`src/rtl/drum_mult_pipe.sv`:
```
`default_nettype none
// ============================================================================
// Module      : drum_mult_pipe
// Description : Three-stage DRUM approximate multiplier with valid/ready flow
//               control. Define DRUM_SIGNED_EN for two's-complement operands.
// Revision    : 1.0 - initial release
// ============================================================================
module drum_mult_pipe #(
    parameter int WIDTH = 16,
    parameter int K     = 6
) (
    input  logic               clk,
    input  logic               rst_n,
    input  logic               in_valid,
    output logic               in_ready,
    input  logic [WIDTH-1:0]   a,
    input  logic [WIDTH-1:0]   b,
    output logic               out_valid,
    input  logic               out_ready,
    output logic [2*WIDTH-1:0] r
);

    localparam int SW = $clog2(WIDTH);
    localparam int PW = 2 * K;
    localparam int RW = 2 * WIDTH;
    localparam logic [SW-1:0] c_k    = SW'(K);
    localparam logic [SW-1:0] c_k_m1 = SW'(K - 1);

    typedef struct packed {
        logic [K-1:0]  mant;
        logic [SW-1:0] shift;
    } enc_t;

    // Leading-one detect, then either keep the low K bits (exact) or take the
    // top K-1 bits from the leading one with a forced-1 unbiasing LSB.
    function automatic enc_t drum_enc(input logic [WIDTH-1:0] x);
        enc_t          e;
        logic [SW-1:0] lead;
        lead = '0;
        for (int i = 0; i < WIDTH; i++) begin
            if (x[i]) lead = SW'(i);
        end
        if (lead >= c_k) begin
            e.shift = lead - c_k_m1;
            e.mant  = K'(x >> e.shift) | K'(1);
        end else begin
            e.shift = '0;
            e.mant  = x[K-1:0];
        end
        return e;
    endfunction

    logic             r_v1, r_v2, r_v3;
    logic             w_ld1, w_ld2, w_ld3, w_acc;
    logic [WIDTH-1:0] w_mag_a, w_mag_b;
    enc_t             w_enc_a, w_enc_b;
    logic [K-1:0]     r_ma, r_mb;
    logic [SW-1:0]    r_sa, r_sb;
    logic [PW-1:0]    w_prod, r_prod;
    logic [SW:0]      w_ssum, r_ssum;
    logic [RW-1:0]    w_shifted, w_res, r_res;

    // A stage may load when empty or when its successor takes its contents.
    assign w_ld3    = !r_v3 || out_ready;
    assign w_ld2    = !r_v2 || w_ld3;
    assign w_ld1    = !r_v1 || w_ld2;
    assign in_ready = w_ld1;
    assign w_acc    = in_valid && w_ld1;

`ifdef DRUM_SIGNED_EN
    logic w_neg, r_neg1, r_neg2;
    // The most negative value maps to 2^(WIDTH-1), still a valid unsigned magnitude.
    assign w_mag_a = a[WIDTH-1] ? (~a + WIDTH'(1)) : a;
    assign w_mag_b = b[WIDTH-1] ? (~b + WIDTH'(1)) : b;
    assign w_neg   = a[WIDTH-1] ^ b[WIDTH-1];
`else
    assign w_mag_a = a;
    assign w_mag_b = b;
`endif

    assign w_enc_a   = drum_enc(w_mag_a);
    assign w_enc_b   = drum_enc(w_mag_b);
    assign w_prod    = {{K{1'b0}}, r_ma} * {{K{1'b0}}, r_mb};
    assign w_ssum    = {1'b0, r_sa} + {1'b0, r_sb};
    assign w_shifted = {{(RW - PW){1'b0}}, r_prod} << r_ssum;

`ifdef DRUM_SIGNED_EN
    // Negating zero yields zero, so no negative zero can be emitted.
    assign w_res = r_neg2 ? (~w_shifted + RW'(1)) : w_shifted;
`else
    assign w_res = w_shifted;
`endif

    always_ff @(posedge clk or negedge rst_n) begin
        if (!rst_n) begin
            r_v1 <= 1'b0;
            r_v2 <= 1'b0;
            r_v3 <= 1'b0;
        end else begin
            if (w_ld1) r_v1 <= in_valid;
            if (w_ld2) r_v2 <= r_v1;
            if (w_ld3) r_v3 <= r_v2;
        end
    end

    always_ff @(posedge clk or negedge rst_n) begin
        if (!rst_n) begin
            r_ma   <= '0;
            r_mb   <= '0;
            r_sa   <= '0;
            r_sb   <= '0;
            r_prod <= '0;
            r_ssum <= '0;
            r_res  <= '0;
        end else begin
            if (w_acc) begin
                r_ma <= w_enc_a.mant;
                r_mb <= w_enc_b.mant;
                r_sa <= w_enc_a.shift;
                r_sb <= w_enc_b.shift;
            end
            if (w_ld2 && r_v1) begin
                r_prod <= w_prod;
                r_ssum <= w_ssum;
            end
            if (w_ld3 && r_v2) begin
                r_res <= w_res;
            end
        end
    end

`ifdef DRUM_SIGNED_EN
    always_ff @(posedge clk or negedge rst_n) begin
        if (!rst_n) begin
            r_neg1 <= 1'b0;
            r_neg2 <= 1'b0;
        end else begin
            if (w_acc)          r_neg1 <= w_neg;
            if (w_ld2 && r_v1)  r_neg2 <= r_neg1;
        end
    end
`endif

    assign out_valid = r_v3;
    assign r         = r_res;

endmodule
`default_nettype wire

```
`config.mk`:
```
export PLATFORM = sky130hd
export DESIGN_NAME = drum_mult_pipe
export DESIGN_NICKNAME = d
export VERILOG_FILES = /design/src/rtl/drum_mult_pipe.sv
export SDC_FILE = /design/constraint.sdc
export NUM_CORES = 1
export LEC_CHECK = 0
export BUFFER_PORTS_ARGS = -buffer_cell sky130_fd_sc_hd__buf_4
export CORE_MARGIN = 2
export CORE_UTILIZATION = 35
export CTS_BUF_LIST = sky130_fd_sc_hd__clkbuf_4 sky130_fd_sc_hd__clkbuf_8
export DETAILED_ROUTE_END_ITERATION = 10
export HOLD_SLACK_MARGIN = 0.05
export SLEW_MARGIN = 20
export SYNTH_ARGS = -nofsm -noshare
export SYNTH_HDL_FRONTEND = slang
export SYNTH_SLANG_ARGS = --single-unit
```
`constraint.sdc`:
```
create_clock -name clk -period 7.9 [get_ports clk]
set_input_delay 0.79 -clock clk [delete_from_list [all_inputs] [get_ports clk]]
set_output_delay 0.79 -clock clk [all_outputs]
set_load 0.02 [all_outputs]
```
==> results.txt, run 1 <==
#FFs+latches synth: 72
Seq pwr share: 26.9%
Top cell type's share of synthesized area: 29.88%
Area contributors post-synth: dfrtp_1, mux2i_1, fa_1, ha_1, o21ai_0
Post-synth EDFFs: 0
Min cycle time layout: 3970 ps
Layout cells sized above 1: 15.42%
RSZ-0062 raised after global routing: false
Worst-path clk slew: 80 ps
Worst-path maximum fanout: 7
Fin area: 6937 um2
Finished Core Util: 41.53%
# diodes: 0
Worst Clk Skew: 13.03 ps
Post-DP Area: 6683 um2
Area growth, synth to finish: 15.04%
Number of nets with antenna violations after routing: 0
Clock Power Share: 15.2%
Cell Chain, Critical Path: and2_1 > fa_1 > inv_1 > fa_1 > fa_1 > inv_1 > ha_1 > a21o_1 > a21oi_1 > o21bai_1 > a211o_1 > a31oi_1 > xor2_1 > o21ai_0
First-pass GRT wire length: 23830 um
DRT iter0 DRCs: 312
Cts hold-fix bufs: 0
Slew Viols, Final: 0
Post-synth top area cell: dfrtp_1
Input/output buffers: 69
Via density: 5.342
Pre-CTS setup slack: 3507 ps
I/O pins: 70
Setup Fix Bufs, Post-CTS: 0
Power per cell area: 341.4 nW/um2
Most used flip-flop cell after synthesis: dfrtp_1
Overflow after GRT: 0
Final period util: 50.26%
Worst path most repeated cell: fa_1
TritonCTS Buffers: 9
Status: completed
Syn_nets: 768
Seq/Total Area, Yosys: 29.88%
Largest net degree at the start of global routing: 73
Synthesis Warnings: 0
Count leader, synth: dfrtp_1
CORE AREA: 16700 um2
Final setup viols: 0
Critical path capture point type: register
Power Internal: 1346 uW
Synth Instances: 686
Die Wd: 135.3 um
CTS resizes: 0
Final worst setup slack: 3930 ps
Die Y: 135.3 um
Post-synth ARST share: 100.0%
CTS Buffer Depth: 2
H-tree Lvls: 3
CP max-delay cell: fa_1
Root Driver: clkbuf_8
Full die area: 18290 um2
Final wirelength: 14280 um
Top post-synthesis cells by count: dfrtp_1, nand2_1, o21ai_0, mux2i_1, nor2_1
Crit start category: register
Initial core utilization: 36.10%
Slew headroom: 40.16%
DRC violations left: 0
Hold crit path type: reg2reg
DR pass1 iterations: 4
Sw Share: 43.15%
Comb pwr share: 57.9%
Max_cap viols: 0
CTS tree: built
Max Freq: 0.2519 GHz
Post-Syn Area: 6030 um2
NetSw: 1022 uW
Peak supply drop: 0.0001305 V
Distinct cells, synth: 61
Crit-path max cell delay: 540 ps
Design Power: 2368 uW
Slew at the pin with the worst max-slew slack: 894.5 ps
Final Hold Fails: 0
Setup TNS: 0 ps
WL/cell: 14.99 um
Vias in the first global route: 4765
Nets: 810
CP Class: reg2reg
Via count: 5091
Rows: 47
Worst-Skew Late Latency: 360 ps
Post-DP HPWL: 11010 um
Worst EP arrival: 4170 ps
Leakage: 0.003185 uW
Initial antenna violation count: 0
CTS sink cnt: 72
Syn avg cell area: 8.789 um2
Req. time, crit path: 8100 ps
GR Util All Layers: 16.00%
Final GP Congestion: 0.9038
## layout make-up
class | instances | area (um2)
Timing Repair Buffer | 71 | 533.0
Sequential cell | 72 | 1802
Fill cell | 1735 | 9764
Clock buffer | 10 | 131.4
Multi-Input combinational cell | 530 | 3915
Clock inverter | 6 | 115.1
Tap cell | 220 | 275.3
Inverter | 44 | 165.2
## cell families after synthesis
logic type,share of synthesized area (%)
AOI/OAI and AO/OA,21.31
xor gates and xnor gates,2.200
adders and majority gates,11.79
buffers and inverters,5.291
DFF,29.88
muxes,11.56
and+or+nand+nor,17.97
## cell usage in the layout, fill, tap and decap left out, types with 5 or more instances in the layout
master    count
ha_1         28
clkbuf_8      9
o21ai_0      52
nor4_1        7
or4_1         5
o22ai_1       8
mux2_2        9
o21a_1        5
dfrtp_1      72
fa_1         18
a211oi_1      6
nand3_1      10
a211o_1       5
xor2_1        7
a22oi_1       6
nand2b_1     13
a21o_1        9
mux2i_1      46
buf_4        71
nor2b_1      15
xnor2_1       5
and2_1       30
nand2_1      65
mux4_2        6
o22a_1        7
a22o_1       15
inv_1        42
o31ai_1       5
nor3_1        7
a21oi_1      34
nor2_1       46
a31oi_1       8
## critical path, delay by kind of cell (launching register included)
kind	cells	cell delay, ps
AO/OA/AOI/OAI	6	1070
XOR/XNOR	1	150
adder cells (fa/ha/maj)	4	1850
buffers and inverters	2	90
flip-flops	1	450
AND/OR/NAND/NOR	1	210
## flip-flops by register name, summed over array words and instances (netlist names)
name and flops:
r 32, r_prod 12, r_ma 6, r_mb 6, r_ssum 5, r_sa 4, r_sb 4, out_valid 1
r_v1 1, r_v2 1
## per-stage QoR
stage | std cells | hold WS (ps)
3_5_place_dp | 936 | 472.9
5_1_grt | 953 | 521.9
2_1_floorplan | 686 | 445.3
3_3_place_gp | 936 | 463.3
4_1_cts | 952 | 490.2
6_report | 953 | 484.2
## worst paths after layout
kind	startpoint	to	cells past startpoint	slack, ps
worst max-delay path	r_mb[2]$_DFFE_PN0P_	r_prod[11]$_DFFE_PN0P_	14	3930
worst min-delay path	r[0]$_DFFE_PN0P_	r[0]$_DFFE_PN0P_	2	480
worst max register to register	r_mb[2]$_DFFE_PN0P_	r_prod[11]$_DFFE_PN0P_	14	3930
worst min register to register	r[0]$_DFFE_PN0P_	r[0]$_DFFE_PN0P_	2	480
max in group asynchronous	rst_n	r_ma[0]$_DFFE_PN0P_	1	6760
min in group asynchronous	rst_n	r[16]$_DFFE_PN0P_	1	540
## layer usage
| layer | global-route usage, % | wire length, um | vias to the layer above |
|---|---|---|---|
| li1 | - | - | 2544 |
| met1 | 22.49 | 6767 | 2408 |
| met2 | 25.83 | 6700 | 125 |
| met3 | 2.170 | 652 | 14 |
| met4 | 4.688 | 165 | 0 |
| met5 | 0 | 0 | - |
## power by group through the flow
stage / combinational, uW / sequential [uW] / clock (uW)
4_1_cts: 1390 / 640 / 369
3_3_place_gp: 1370 / 646 / 0
3_5_place_dp: 1380 / 648 / 0
5_1_grt: 1560 / 663 / 387
2_1_floorplan: 1010 / 653 / 0
6_report: 1370 / 637 / 360
(Power assumes the default switching activity.)
==> run 2: changes to the inputs <==
clock period = 3.5 ns   (was 7.9 ns; I/O delays follow)
==> run 2 against run 1 <==
  * The run now ends with negative setup slack left
  * Sequential share of layout area is 1.4 points lower
  * Maximum frequency grew 9.6%
  * Power rose to 2.5 times the previous value
  * Utilization is 2.4 points higher
  * Sequential power grew 120%
  * Global-route usage up 1.2 points
  * Routed wire length up 8.0%
  * Clock skew fell by 2.8 ps
  * Clock-buffer cell count stayed put
  * Final area rose by 5.7%
  * Setup slack worse by 4100 ps
  * Clock power is 120% higher
  * Largest power group unchanged
==> results.txt, run 2 (synthesis gave the netlist of run 1 again) <==
Cell Chain, Critical Path: and2_4 > fa_1 > ha_1 > inv_1 > fa_1 > inv_2 > ha_1 > a21o_1 > a21oi_2 > o21bai_1 > a211o_1 > a31oi_2 > xor2_1 > o21ai_0
DR WL met2: 7740 um (+16%)
Final worst setup slack: -121.1 ps (-4051 ps)
Min cycle time layout: 3621 ps (-349.3 ps)
Die Wd: 135.3 um (unchanged)
Full die area: 18290 um2 (unchanged)
Max_cap viols: 0 (unchanged)
CTS tree: built
Seq pwr share: 23.6% (-3.3 points)
Final period util: 103.5% (+53 points)
Slew Viols, Final: 0 (unchanged)
Max Freq: 0.2762 GHz (+9.6%)
TritonCTS Buffers: 9 (unchanged)
WL/cell: 15.50 um (+3.4%)
Slew at the pin with the worst max-slew slack: 892.1 ps (-2.464 ps)
Status: finished, violations left
Crit start category: register
Crit. path cell count: 14 (unchanged)
Post-Route M1 WL: 6846 um (+1.2%)
Input/output buffers: 69 (unchanged)
Area growth, synth to finish: 21.64%
Layout cells sized above 1: 22.45% (+7.0 points)
Comb pwr share: 63.1% (+5.2 points)
Worst-path maximum fanout: 4 (-3)
Root Driver: clkbuf_8
Vias in the first global route: 5249 (+10%)
CORE AREA: 16700 um2 (unchanged)
Crit-path max cell delay: 540 ps (about the same)
CTS sink cnt: 72 (unchanged)
Req. time, crit path: 3690 ps (-4410 ps)
Layout Cells excl Fill: 995 (+4.4%)
Post-DP HPWL: 12150 um (+10%)
Final wirelength: 15430 um (+8.0%)
Wire length on met3: 571 um (-12%)
Finished Core Util: 43.92% (+2.4 points)
Power per cell area: 822.7 nW/um2 (+140%)
Clock Power Share: 13.2% (-2.0 points)
Placed Cells: 972 (+3.8%)
Initial antenna violation count: 0 (unchanged)
Number of flip-flops in the largest register: 32 (unchanged)
Commonest non-fill, non-tap cell in the layout: buf_4
Final GP Congestion: 0.8995 (-0.48%)
Worst EP arrival: 3820 ps (-350 ps)
Most frequent cells in the layout: buf_4, dfrtp_1, nand2_1
Via density: 5.377 (+0.65%)
First-pass GRT wire length: 25580 um (+7.4%)
CP max-delay cell: fa_1
Overflow after GRT: 0 (unchanged)
Sw Share: 42.26% (-0.90 points)
RSZ-0062 raised after global routing: true
# diodes: 0 (unchanged)
Die Y: 135.3 um (unchanged)
Initial core utilization: 36.10% (unchanged)
Rows: 47 (unchanged)
Worst Clk Skew: 10.19 ps (-2.844 ps)
GR Util All Layers: 17.17% (+1.2 points)
I/O pins: 70 (unchanged)
Hold crit path type: in2async
Failing checks: negative setup slack
Worst-path clk slew: 80 ps (about the same)
R2R cell count: 14 (unchanged)
DR pass1 iterations: 5 (+1)
Critical path capture point type: register
Leakage: 0.003392 uW (+6.5%)
Final Hold Fails: 0 (unchanged)
Largest net degree at the start of global routing: 73 (unchanged)
CTS Buffer Depth: 2 (unchanged)
Buf/Inv on CP: 2 (unchanged)
Cts hold-fix bufs: 0 (unchanged)
DRC violations left: 0 (unchanged)
Highest metal used: met4
Worst path top cell family by delay: adder cells
H-tree Lvls: 3 (unchanged)
Via count: 5350 (+5.1%)
Final setup viols: 3 (+3)
Power Internal: 3484 uW (+160%)
Nets: 853 (+5.3%)
Peak supply drop: 0.0003323 V (+150%)
NetSw: 2550 uW (+150%)
CP Class: reg2reg
Worst-Skew Late Latency: 350 ps (about the same)
Slew headroom: 40.53% (+0.37 points)
DRT iter0 DRCs: 276 (-12%)
Number of nets with antenna violations after routing: 0 (unchanged)
## run 2: timing repair
item / in CTS / in global routing
pin swaps: 19 / 7
resized for setup: 10 / 4
cloned: 0 / 0
buffers inserted: 5 / 3
setup endpoints to repair: 2 / 4
## run 2: path summary, 6_finish.rpt
path | slack, ps | end | start
setup reg to reg | -120 | r_prod[10]$_DFFE_PN0P_ | r_mb[1]$_DFFE_PN0P_
hold / removal | 110 | r[16]$_DFFE_PN0P_ | rst_n
hold reg to reg | 480 | r[26]$_DFFE_PN0P_ | r[26]$_DFFE_PN0P_
min in group clk | 200 | r_v1$_DFFE_PN0N_ | in_valid
setup / recovery | -120 | r_prod[10]$_DFFE_PN0P_ | r_mb[1]$_DFFE_PN0P_
max in group asynchronous | 2730 | r_ma[3]$_DFFE_PN0P_ | rst_n
## run 2: cell type report
cell class,instances,area [um2]
Clock inverter,5,105.1
Fill cell,1666,9366
Tap cell,220,275.3
Clock buffer,10,137.6
Multi-Input combinational cell,530,3974
Sequential cell,72,1805
Inverter,44,165.2
Timing Repair Buffer,114,872.1
## run 2: power groups by stage
| stage | Sequential (uW) | Clock [uW] | Combinational, uW |
|---|---|---|---|
| 5_1_grt | 1480 | 846 | 4250 |
| 4_1_cts | 1430 | 816 | 3730 |
| 3_3_place_gp | 1430 | 0 | 3500 |
| 2_1_floorplan | 1470 | 0 | 2360 |
| 6_report | 1430 | 798 | 3810 |
| 3_5_place_dp | 1450 | 0 | 3560 |
## run 2: per-stage QoR
| step | hold WS [ps] | power (uW) | instance area, um2 | worst slack, ps | TNS, ps |
|---|---|---|---|---|---|
| after floorplan | 54.41 | 3833 | 6056 | -34.42 | -34.42 |
| after global placement | 465.9 | 4929 | 6985 | -131.0 | -258.5 |
| after detailed placement | 468.5 | 5005 | 6985 | -242.7 | -431.0 |
| after CTS | 155.1 | 5975 | 7292 | -128.1 | -317.4 |
| after global routing | 183.9 | 6580 | 7335 | -324.1 | -863.6 |
| final | 107.6 | 6034 | 7335 | -121.1 | -288.2 |
## run 2: layer usage
metal | global-route usage [%] | vias up
li1 | - | 2633
met1 | 21.49 | 2552
met2 | 30.06 | 141
met3 | 2.469 | 24
met4 | 6.424 | 0
met5 | 0 | -
==> run 3: changes to the inputs <==
RECOVER_POWER = 100   (was default)
clock period = 3.53 ns   (was 3.5 ns; I/O delays follow)
==> run 3 against run 2 <==
  * The flow finishes with violations (max-capacitance violations, max-slew violations, negative setup slack)
  * Clock power fell by 9.9%
  * Final area decreased by 2.3%
  * Routed wire length grew 2.1%
  * First-iteration DRC count rose by 15%
  * Combinational power up 6.0%
  * Critical path depth did not move
  * Sequential share of layout area up 0.55 points
  * Cell count is 0.10% lower
  * Setup slack worse by 11 ps
==> results.txt, run 3 (synthesis gave the netlist of run 1 again) <==
GR Util All Layers: 17.28% (+0.11 points)
DRT iter0 DRCs: 318 (+15%)
Slew headroom: -14.34% (-55 points)
Nets: 852 (-0.12%)
Layout Cells excl Fill: 994 (-0.10%)
Final GP Congestion: 0.8693 (-3.4%)
TritonCTS Buffers: 9 (unchanged)
Final period util: 103.7% (+0.28 points)
Final wirelength: 15750 um (+2.1%)
Hold crit path type: in2reg
DR pass1 iterations: 4 (-1)
Die Wd: 135.3 um (unchanged)
Initial antenna violation count: 0 (unchanged)
Fin area: 7168 um2 (-2.3%)
Slew at the pin with the worst max-slew slack: 1715 ps (+823.0 ps)
Full die area: 18290 um2 (unchanged)
Post-DP HPWL: 12320 um (+1.4%)
Input/output buffers: 69 (unchanged)
Largest net degree at the start of global routing: 73 (unchanged)
Peak supply drop: 0.0005155 V (+55%)
CP max-delay cell: fa_1
R2R cell count: 14 (unchanged)
Via count: 5325 (-0.47%)
I/O pins: 70 (unchanged)
Worst-path maximum fanout: 7 (+3)
Crit. path cell count: 14 (unchanged)
Initial core utilization: 36.10% (unchanged)
H-tree Lvls: 3 (unchanged)
Min cycle time layout: 3662 ps (+41.00 ps)
Most frequent cells in the layout: buf_4, dfrtp_1, nand2_1
Crit start category: register
Final setup viols: 3 (unchanged)
Hold Path Depth: 2
DRC violations left: 0 (unchanged)
CTS sink cnt: 72 (unchanged)
Number of flip-flops in the largest register: 32 (unchanged)
Max Freq: 0.2731 GHz (-1.1%)
Final Hold Fails: 0 (unchanged)
Worst-path clk slew: 80 ps (about the same)
Die Y: 135.3 um (unchanged)
Status: finished, violations left
Overflow after GRT: 0 (unchanged)
Worst EP arrival: 3870 ps (+50 ps)
Vias in the first global route: 5268 (+0.36%)
RSZ-0062 raised after global routing: true
Setup TNS: -272.7 ps (+15.57 ps)
Crit-path max cell delay: 510 ps (-30 ps)
Area growth, synth to finish: 18.88%
CTS Buffer Depth: 2 (unchanged)
Failing checks: max-capacitance violations, max-slew violations, negative setup slack
Power per cell area: 861.2 nW/um2 (+4.7%)
Critical path capture point type: register
First-pass GRT wire length: 25790 um (+0.81%)
Cell Chain, Critical Path: and2_4 > fa_1 > inv_1 > fa_1 > fa_1 > inv_2 > ha_4 > a21o_1 > a21oi_2 > o21bai_1 > a211o_1 > a31oi_1 > xor2_1 > o21ai_1
Layout cells sized above 1: 17.70% (-4.8 points)
Root Driver: clkbuf_8
# diodes: 0 (unchanged)
Worst-Skew Late Latency: 360 ps (about the same)
Slew Viols, Final: 73 (+73)
Worst path top cell family by delay: adder cells
Leakage: 0.003232 uW (-4.7%)
Fill cell count: 1719 (+3.2%)
Buf/Inv on CP: 2 (unchanged)
CP Class: reg2reg
Via density: 5.357 (-0.37%)
Cts hold-fix bufs: 0 (unchanged)
CTS tree: built
Worst path most repeated cell: fa_1
Final worst setup slack: -132.1 ps (-11.00 ps)
Req. time, crit path: 3740 ps (+50 ps)
Post-DP Area: 6958 um2 (-0.39%)
WL/cell: 15.85 um (+2.2%)
Fin Hold WS: 197.2 ps (+89.59 ps)
Placed Cells: 970 (-0.21%)
Rows: 47 (unchanged)
Worst Clk Skew: 12.20 ps (+2.013 ps)
Max_cap viols: 1 (+1)
CORE AREA: 16700 um2 (unchanged)
Commonest non-fill, non-tap cell in the layout: buf_4
Number of nets with antenna violations after routing: 0 (unchanged)
Finished Core Util: 42.92% (-1.0 points)
==> run 3: worst register-to-register path, cell delays in order (launching register included) <==
cell,delay [ps]
dfrtp_2,450
and2_4,180
fa_1,470
inv_1,50
fa_1,460
fa_1,510
inv_2,50
ha_4,210
a21o_1,180
a21oi_2,160
o21bai_1,100
a211o_1,270
a31oi_1,190
xor2_1,160
o21ai_1,80
==> run 3: final cells by class <==
| cell class | instances | area [um2] | share of cell area (%) |
|---|---|---|---|
| Clock buffer | 10 | 137.6 | 1.920 |
| Clock inverter | 5 | 81.33 | 1.135 |
| Inverter | 44 | 165.2 | 2.304 |
| Multi-Input combinational cell | 530 | 4003 | 55.84 |
| Sequential cell | 72 | 1804 | 25.17 |
| Tap cell | 220 | 275.3 | 3.840 |
| Timing Repair Buffer | 113 | 701.9 | 9.792 |
==> run 3: final timing paths <==
| kind | from | endpoint | slack, ps |
|---|---|---|---|
| min reg2reg | r[0]$_DFFE_PN0P_ | r[0]$_DFFE_PN0P_ | 480 |
| min in group asynchronous | rst_n | r_prod[9]$_DFFE_PN0P_ | 440 |
| min | in_valid | r_v1$_DFFE_PN0N_ | 200 |
| max | r_ma[3]$_DFFE_PN0P_ | r_prod[11]$_DFFE_PN0P_ | -130 |
| max in group asynchronous | rst_n | r_ma[3]$_DFFE_PN0P_ | 1950 |
| max reg2reg | r_ma[3]$_DFFE_PN0P_ | r_prod[11]$_DFFE_PN0P_ | -130 |
==> run 3: per-stage QoR <==
stage | setup WS (ps) | power (uW)
floorplan | -4.417 | 3800
global placement | -103.9 | 4876
detailed placement | -175.9 | 4970
CTS | -116.4 | 5895
global route | -266.2 | 6722
finish | -132.1 | 6173
==> run 3: metal layers <==
layer,global-route usage (%),up-vias,wire (um)
met5,0,-,0
met4,4.398,0,220
met3,2.694,21,582
met2,30.46,124,7853
met1,22.18,2555,7093
li1,-,2625,-
==> run 3: timing repair <==
| action | in CTS | in global routing |
|---|---|---|
| pin swaps | 9 | 11 |
| setup buffers | 6 | 5 |
| endpoints found under the setup margin | 2 | 5 |
| gates resized for setup | 4 | 17 |
==> run 3: power by group <==
| part | internal, uW | switching, uW | leakage (uW) |
|---|---|---|---|
| combinational | 1970 | 2070 | 0.00222 |
| clock | 413 | 306 | 0.000108 |
| sequential | 1110 | 310 | 0.000899 |
| total | 3490 | 2680 | 0.00323 |
